==> src/rtl/bus_arbiter_4_pkg.sv <==
// Shared types and constants for the 4-requester round-robin bus arbiter.
package bus_arbiter_4_pkg;

  localparam int NUM_REQ = 4;

  typedef enum logic {
    IDLE = 1'b0,
    OWN  = 1'b1
  } state_t;

  typedef logic [1:0] req_idx_t;

  // One-hot request/grant vector for a requester index.
  function automatic logic [NUM_REQ-1:0] idx_to_onehot(input req_idx_t idx);
    logic [NUM_REQ-1:0] v;
    v = '0;
    v[idx] = 1'b1;
    return v;
  endfunction

endpackage

==> src/rtl/bus_arbiter_4_if.sv <==
// Handshake and shared-bus signals between the four requesters and the arbiter.
// master: requester side; slave: arbiter side.
interface bus_arbiter_4_if #(
  parameter int DW = 8
);
  import bus_arbiter_4_pkg::*;

  logic [NUM_REQ-1:0] req;
  logic [DW-1:0]      din_a;
  logic [DW-1:0]      din_b;
  logic [DW-1:0]      din_c;
  logic [DW-1:0]      din_d;
  logic [NUM_REQ-1:0] gnt;
  req_idx_t           sel;
  logic               bus_en_n;
  logic [DW-1:0]      bus_data;
  logic               bus_valid;
  logic               preempt;

  modport master (
    output req, din_a, din_b, din_c, din_d,
    input  gnt, sel, bus_en_n, bus_data, bus_valid, preempt
  );

  modport slave (
    input  req, din_a, din_b, din_c, din_d,
    output gnt, sel, bus_en_n, bus_data, bus_valid, preempt
  );

endinterface

==> src/rtl/bus_arbiter_4_rr_pick.sv <==
// Combinational round-robin picker: searches ptr, ptr+1, ptr+2, ptr+3 (mod 4)
// and reports the first index whose request is high.
module rr_pick
  import bus_arbiter_4_pkg::*;
(
  input  logic [NUM_REQ-1:0] req,
  input  req_idx_t           ptr,
  output req_idx_t           winner,
  output logic               any
);

  req_idx_t w_idx;

  // Walk the search order backwards so the lowest offset from ptr wins.
  always_comb begin
    winner = '0;
    any    = 1'b0;
    w_idx  = '0;
    for (int i = NUM_REQ - 1; i >= 0; i--) begin
      w_idx = req_idx_t'(ptr + req_idx_t'(i));
      if (req[w_idx]) begin
        winner = w_idx;
        any    = 1'b1;
      end
    end
  end

endmodule

==> src/rtl/bus_arbiter_4.sv <==
// Four-requester round-robin bus arbiter with registered one-hot grant and a
// shared 4:1 data mux. Ownership lasts until the owner drops req; on release
// the next requester is granted at the same edge.
// Optional macro BUS_ARBITER_4_TIMEOUT_EN adds a hold counter that forces a
// release after HOLD_MAX owned cycles when another requester is waiting.
module bus_arbiter_4
  import bus_arbiter_4_pkg::*;
#(
  parameter int DW       = 8,
  parameter int HOLD_MAX = 8
) (
  input  logic           clk,
  input  logic           reset,
  bus_arbiter_4_if.slave bus
);

  if (HOLD_MAX < 2 || HOLD_MAX > 255) begin : g_bad_hold_max
    $error("HOLD_MAX must be in 2..255");
  end

  state_t             r_state;
  logic [NUM_REQ-1:0] r_gnt;
  req_idx_t           r_sel;
  logic               r_bus_en_n;
  req_idx_t           r_ptr;

  state_t             w_state_nxt;
  logic [NUM_REQ-1:0] w_gnt_nxt;
  req_idx_t           w_sel_nxt;
  logic               w_bus_en_n_nxt;
  req_idx_t           w_ptr_nxt;
  logic               w_new_grant;

  logic               w_own_req;
  logic               w_others;
  logic               w_force;
  logic [NUM_REQ-1:0] w_pick_req;
  req_idx_t           w_pick_ptr;
  req_idx_t           w_winner;
  logic               w_any;
  logic               w_valid;
  logic [DW-1:0]      w_data;

  assign w_own_req = bus.req[r_sel];
  assign w_others  = |(bus.req & ~idx_to_onehot(r_sel));

  // While owning, the search starts just past the owner and skips it, which
  // covers both a voluntary release and a forced one.
  assign w_pick_req = (r_state == OWN) ? (bus.req & ~idx_to_onehot(r_sel)) : bus.req;
  assign w_pick_ptr = (r_state == OWN) ? req_idx_t'(r_sel + 2'd1) : r_ptr;

  rr_pick u_rr_pick (
    .req    (w_pick_req),
    .ptr    (w_pick_ptr),
    .winner (w_winner),
    .any    (w_any)
  );

`ifdef BUS_ARBITER_4_TIMEOUT_EN
  localparam logic [7:0] HOLD_CAP = 8'(HOLD_MAX - 1);

  logic [7:0] r_hold;
  logic       r_preempt;

  assign w_force = (r_state == OWN) && (r_hold == HOLD_CAP) && w_own_req && w_others;

  // Hold counter: cleared on each new grant, counts owned cycles, saturates.
  always_ff @(posedge clk) begin
    if (reset) begin
      r_hold <= '0;
    end else if (w_new_grant) begin
      r_hold <= '0;
    end else if (r_state == OWN && r_hold != HOLD_CAP) begin
      r_hold <= r_hold + 8'd1;
    end
  end

  // One-cycle pulse following a timeout-forced release.
  always_ff @(posedge clk) begin
    if (reset) begin
      r_preempt <= 1'b0;
    end else begin
      r_preempt <= w_force;
    end
  end

  assign bus.preempt = r_preempt;
`else
  assign w_force     = 1'b0;
  assign bus.preempt = 1'b0;
`endif

  // Next-state and next-output decode for the IDLE/OWN machine.
  always_comb begin
    w_state_nxt    = r_state;
    w_gnt_nxt      = r_gnt;
    w_sel_nxt      = r_sel;
    w_bus_en_n_nxt = r_bus_en_n;
    w_ptr_nxt      = r_ptr;
    w_new_grant    = 1'b0;
    case (r_state)
      IDLE: begin
        if (w_any) begin
          w_state_nxt    = OWN;
          w_gnt_nxt      = idx_to_onehot(w_winner);
          w_sel_nxt      = w_winner;
          w_bus_en_n_nxt = 1'b0;
          w_new_grant    = 1'b1;
        end
      end
      OWN: begin
        if (!w_own_req || w_force) begin
          w_ptr_nxt = req_idx_t'(r_sel + 2'd1);
          if (w_any) begin
            w_gnt_nxt   = idx_to_onehot(w_winner);
            w_sel_nxt   = w_winner;
            w_new_grant = 1'b1;
          end else begin
            w_state_nxt    = IDLE;
            w_gnt_nxt      = '0;
            w_bus_en_n_nxt = 1'b1;
          end
        end
      end
      default: begin
        w_state_nxt    = IDLE;
        w_gnt_nxt      = '0;
        w_bus_en_n_nxt = 1'b1;
      end
    endcase
  end

  // State, grant, select and round-robin pointer registers.
  always_ff @(posedge clk) begin
    if (reset) begin
      r_state    <= IDLE;
      r_gnt      <= '0;
      r_sel      <= '0;
      r_bus_en_n <= 1'b1;
      r_ptr      <= '0;
    end else begin
      r_state    <= w_state_nxt;
      r_gnt      <= w_gnt_nxt;
      r_sel      <= w_sel_nxt;
      r_bus_en_n <= w_bus_en_n_nxt;
      r_ptr      <= w_ptr_nxt;
    end
  end

  assign w_valid = (r_state == OWN) && w_own_req;

  // Shared 4:1 data mux, forced to zero whenever the bus is not valid.
  always_comb begin
    w_data = '0;
    if (w_valid) begin
      case (r_sel)
        2'd0:    w_data = bus.din_a;
        2'd1:    w_data = bus.din_b;
        2'd2:    w_data = bus.din_c;
        default: w_data = bus.din_d;
      endcase
    end
  end

  assign bus.gnt       = r_gnt;
  assign bus.sel       = r_sel;
  assign bus.bus_en_n  = r_bus_en_n;
  assign bus.bus_valid = w_valid;
  assign bus.bus_data  = w_data;

endmodule

==> src/flat_wrapper.sv <==
// flat-port wrapper written by rule: the top's interface ports become plain ports
module bus_arbiter_4_flat import bus_arbiter_4_pkg::*;
#(
  parameter int DW       = 8,
  parameter int HOLD_MAX = 8
)
  (clk, reset, bus_req, bus_din_a, bus_din_b, bus_din_c, bus_din_d, bus_gnt, bus_sel, bus_bus_en_n, bus_bus_data, bus_bus_valid, bus_preempt);
  bus_arbiter_4_if #(.DW(DW)) bus_i ();
  input  logic clk;
  input  logic reset;
  input wire logic [$bits(bus_i.req)-1:0] bus_req;
  input wire logic [$bits(bus_i.din_a)-1:0] bus_din_a;
  input wire logic [$bits(bus_i.din_b)-1:0] bus_din_b;
  input wire logic [$bits(bus_i.din_c)-1:0] bus_din_c;
  input wire logic [$bits(bus_i.din_d)-1:0] bus_din_d;
  output wire logic [$bits(bus_i.gnt)-1:0] bus_gnt;
  output wire logic [$bits(bus_i.sel)-1:0] bus_sel;
  output wire logic [$bits(bus_i.bus_en_n)-1:0] bus_bus_en_n;
  output wire logic [$bits(bus_i.bus_data)-1:0] bus_bus_data;
  output wire logic [$bits(bus_i.bus_valid)-1:0] bus_bus_valid;
  output wire logic [$bits(bus_i.preempt)-1:0] bus_preempt;
  assign bus_i.req = bus_req;
  assign bus_i.din_a = bus_din_a;
  assign bus_i.din_b = bus_din_b;
  assign bus_i.din_c = bus_din_c;
  assign bus_i.din_d = bus_din_d;
  assign bus_gnt = bus_i.gnt;
  assign bus_sel = bus_i.sel;
  assign bus_bus_en_n = bus_i.bus_en_n;
  assign bus_bus_data = bus_i.bus_data;
  assign bus_bus_valid = bus_i.bus_valid;
  assign bus_preempt = bus_i.preempt;
  bus_arbiter_4 #(.DW(DW), .HOLD_MAX(HOLD_MAX)) u_core (.clk(clk), .reset(reset), .bus(bus_i));
endmodule
==> config.mk <==
export PLATFORM = sky130hd
export DESIGN_NAME = bus_arbiter_4_flat
export DESIGN_NICKNAME = d
export VERILOG_FILES = /design/src/rtl/bus_arbiter_4_pkg.sv /design/src/rtl/bus_arbiter_4_if.sv /design/src/rtl/bus_arbiter_4_rr_pick.sv /design/src/rtl/bus_arbiter_4.sv /design/src/flat_wrapper.sv
export SDC_FILE = /design/constraint.sdc
export NUM_CORES = 1
export LEC_CHECK = 0
export CORE_ASPECT_RATIO = 1.1
export CORE_UTILIZATION = 38
export DETAILED_ROUTE_END_ITERATION = 10
export HOLD_SLACK_MARGIN = 0.1
export PLACE_DENSITY = 0.84
export SETUP_SLACK_MARGIN = 0.4
export SLEW_MARGIN = 5
export SYNTH_ARGS = -nofsm -noshare
export SYNTH_HDL_FRONTEND = slang
export SYNTH_HIERARCHICAL = 1
export SYNTH_SLANG_ARGS = --single-unit
==> constraint.sdc <==
create_clock -name clk -period 3.19 [get_ports clk]
set_clock_uncertainty 0.15 [all_clocks]
set_input_delay 0.638 -clock clk [delete_from_list [all_inputs] [get_ports clk]]
set_output_delay 0.638 -clock clk [all_outputs]
set_load 0.05 [all_outputs]
==> key figures <==
Outcome
  – Status: completed

Global route
  – Largest net degree at the start of global routing: 17
  – GRT Total Usage: 25.5%
  – Grt total ovfl: 0
  – Vias in the first global route: 1225
  – Initial antenna violation count: 0
  – First-pass GRT wire length: 5280 um

Layout
  – Antenna diodes: 0
  – Nets: 218
  – Area grow syn2layout: 63.8%
  – Filler cells: 203
  – Layout cells sized above 1: 17.8%

STA
  – Final Cycle Share: 86.1%
  – Worst-Margin Slew: 508 ps
  – Final hold vios: 0
  – Hold Slack: 334 ps
  – Setup TNS: 0 ps
  – RSZ-0062 raised after global routing: yes
  – Fmax: 364 MHz
  – Max_slew headroom: 66.0%
  – Post-layout min period: 2750 ps
  – Final setup viols: 0
  – Slew Limit Fails: 0

Route
  – Post-route ant nets: 0
  – 1st-pass router iterations: 5
  – Routed WL: 3360 um
  – Violation count after the first detailed-route iteration: 68
  – Vias: 1168
  – DR WL/cell: 16.5 um
  – Routed vias/inst: 5.73
  – Number of remaining DRC errors: 0

Placement
  – Final Wtd Congestion: 0.821
  – DP HPWL: 2390 um
  – # port buffers: 53

Worst setup path
  – CP Class: in -> out
  – Worst endpoint required time: 2400 ps
  – CP Capture Type: primary output
  – Critical-path maximum fanout: 5
  – CP startpoint kind: primary input
  – Worst path arrival time: 1960 ps

Clock tree
  – CTS Buffer Depth: 2
  – CTS H-tree lvls: 1
  – Skew-Pair Late Insertion Delay: 260 ps
  – CTS Sinks: 10
  – CTS tree: built
  – Clock buffer count from CTS: 3
  – Root cell of the clock tree: clkbuf_4
  – Worst-path clk slew: 70 ps

Yosys
  – Yosys reg bits: 10
  – Yosys cell types: 34
  – Avg Cell Area, Syn: 7.95 sq um
  – Post-Syn Nets: 164
  – Sequential share of the synthesized area: 20.8%
  – Syn Inst Count: 121
  – Mapped Area: 962 sq um
  – Number of synthesis warnings: 6

Floorplanning
  – Io pins: 55
  – Starting Density: 41.5%
  – Core area: 2320 sq um
  – Die area: 2740 sq um
  – Die W: 50.0 um
  – Die Y: 54.8 um
  – Std cell rows: 18

Min path
  – Hold crit path type: reg -> reg

Flow run
  – Max cap viols: 0

Pwr
  – Leak Pwr: 0.630 nW
  – VDD IR max: 0.337 mV
  – Pwr per Cell Area: 521 nW/um^2
## layer usage
layer  global-route usage [%]  up-vias  part of all wire [%]
met4                     11.4        0                   1.2
li1                         -      551                     -
met2                     49.1       75                    49
met1                     27.1      535                    39
met5                        0        -                     0
met3                     5.28        7                    11
## timing repair
| item | 4_1_cts | 5_1_grt |
|---|---|---|
| endpoints found under the hold margin | 0 | 0 |
| setup endpoints to repair | 9 | 10 |
| resized for setup | 3 | 7 |
| buffers inserted | 1 | 0 |
| pin swaps | 1 | 2 |
| hold buffers | 0 | 0 |
| gates cloned | 1 | 0 |
## worst max-delay path: stages
cell,delay (ps)
clkdlybuf4s50_1,470
mux2i_1,290
o22a_2,300
nor2_1,70
buf_4,190
## logic make-up after synthesis
group | after synthesis | synth area share [%]
mux | 11 | 12.9
other cells | 1 | 0.390
simple gates | 44 | 24.1
fa+ha+maj | 5 | 6.50
compound gates | 34 | 28.5
flops | 10 | 20.8
buf+inv | 16 | 6.89
## sequential cells by signal, summed over array words and instances, names as in the netlist
| name | flops |
|---|---|
| u_core/r_ptr | 2 |
| u_core/bus.gnt | 4 |
| u_core/r_state | 1 |
| u_core/bus.bus_en_n | 1 |
| u_core/bus.sel | 2 |
## area by class of cell
class	count	area [sq um]	share of cell area, %
flip-flops and latches	10	205	13.0
multi-input cells	96	724	46.0
clock buffers	4	36.3	2.30
inverters	7	26.3	1.67
well taps	30	37.5	2.38
repair buffers	57	547	34.7
## cells in the final DEF, fill, tap and decap left out, types with 2 or more instances in the layout
master and count:
o21a_1 8, a222oi_1 8, inv_1 6, ha_1 4, nand2_1 12, dlymetal6s2s_1 2
o21ai_1 3, o22a_2 2, a21oi_1 4, a21boi_0 3, mux2i_1 8, nand2b_1 11
or4b_1 2, clkdlybuf4s50_1 42, nor2_1 11, dfxtp_1 8, buf_4 12, clkbuf_4 3
## synthesized netlist by cell type
cell type | n | area (sq um)
nand2_1 | 12 | 45.0
nor2_1 | 12 | 45.0
nand2b_1 | 11 | 68.8
dfxtp_1 | 10 | 200
mux2i_1 | 9 | 90.1
a222oi_1 | 8 | 80.1
o21a_1 | 8 | 60.1
clkbuf_1 | 6 | 22.5
inv_1 | 6 | 22.5
ha_1 | 5 | 62.6
a21boi_0 | 4 | 30.0
a21oi_1 | 4 | 20.0
o21ai_1 | 3 | 15.0
buf_2 | 2 | 10.0
or4b_1 | 2 | 20.0
a211oi_1 | 1 | 7.51
a211oi_2 | 1 | 12.5
a21oi_2 | 1 | 8.76
buf_4 | 1 | 7.51
conb_1 | 1 | 3.75
inv_2 | 1 | 3.75
mux2_2 | 1 | 11.3
mux4_2 | 1 | 22.5
nand3_1 | 1 | 5.00
nand3b_1 | 1 | 7.51
nor2b_1 | 1 | 6.26
nor3b_1 | 1 | 7.51
o21ai_0 | 1 | 5.00
o221a_2 | 1 | 11.3
o221ai_2 | 1 | 15.0
o22a_1 | 1 | 8.76
or2b_1 | 1 | 7.51
or4_1 | 1 | 7.51
or4bb_1 | 1 | 11.3
## final timing paths
check                                  from                             end  slack (ps)  cells past startpoint
max                              bus_req[2]                 bus_bus_data[6]         440                      5
min reg2reg  u_core/bus.gnt[0]$_SDFFE_PP0P_  u_core/bus.gnt[0]$_SDFFE_PP0P_         330                      2
max reg2reg  u_core/bus.sel[1]$_SDFFE_PP0P_  u_core/bus.gnt[0]$_SDFFE_PP0P_         580                      8
min          u_core/bus.gnt[0]$_SDFFE_PP0P_  u_core/bus.gnt[0]$_SDFFE_PP0P_         330                      2
## stage by stage
step	power [mW]	util, %	instance area, sq um	cells	setup slack, ps
after CTS	0.812	67.0	1550	204	473
after global routing	0.869	68.0	1580	204	396
after floorplan	0.519	-	967	121	429
after detailed placement	0.684	64.5	1500	198	215
final	0.821	68.0	1580	204	443
after global placement	0.670	64.5	1500	198	289
## power by group
group          leakage, nW  internal, mW  switching [mW]
Combinational        0.525         0.227           0.305
Clock               0.0210        0.0692          0.0426
Sequential          0.0834         0.148          0.0288
(Power assumes the default switching activity.)
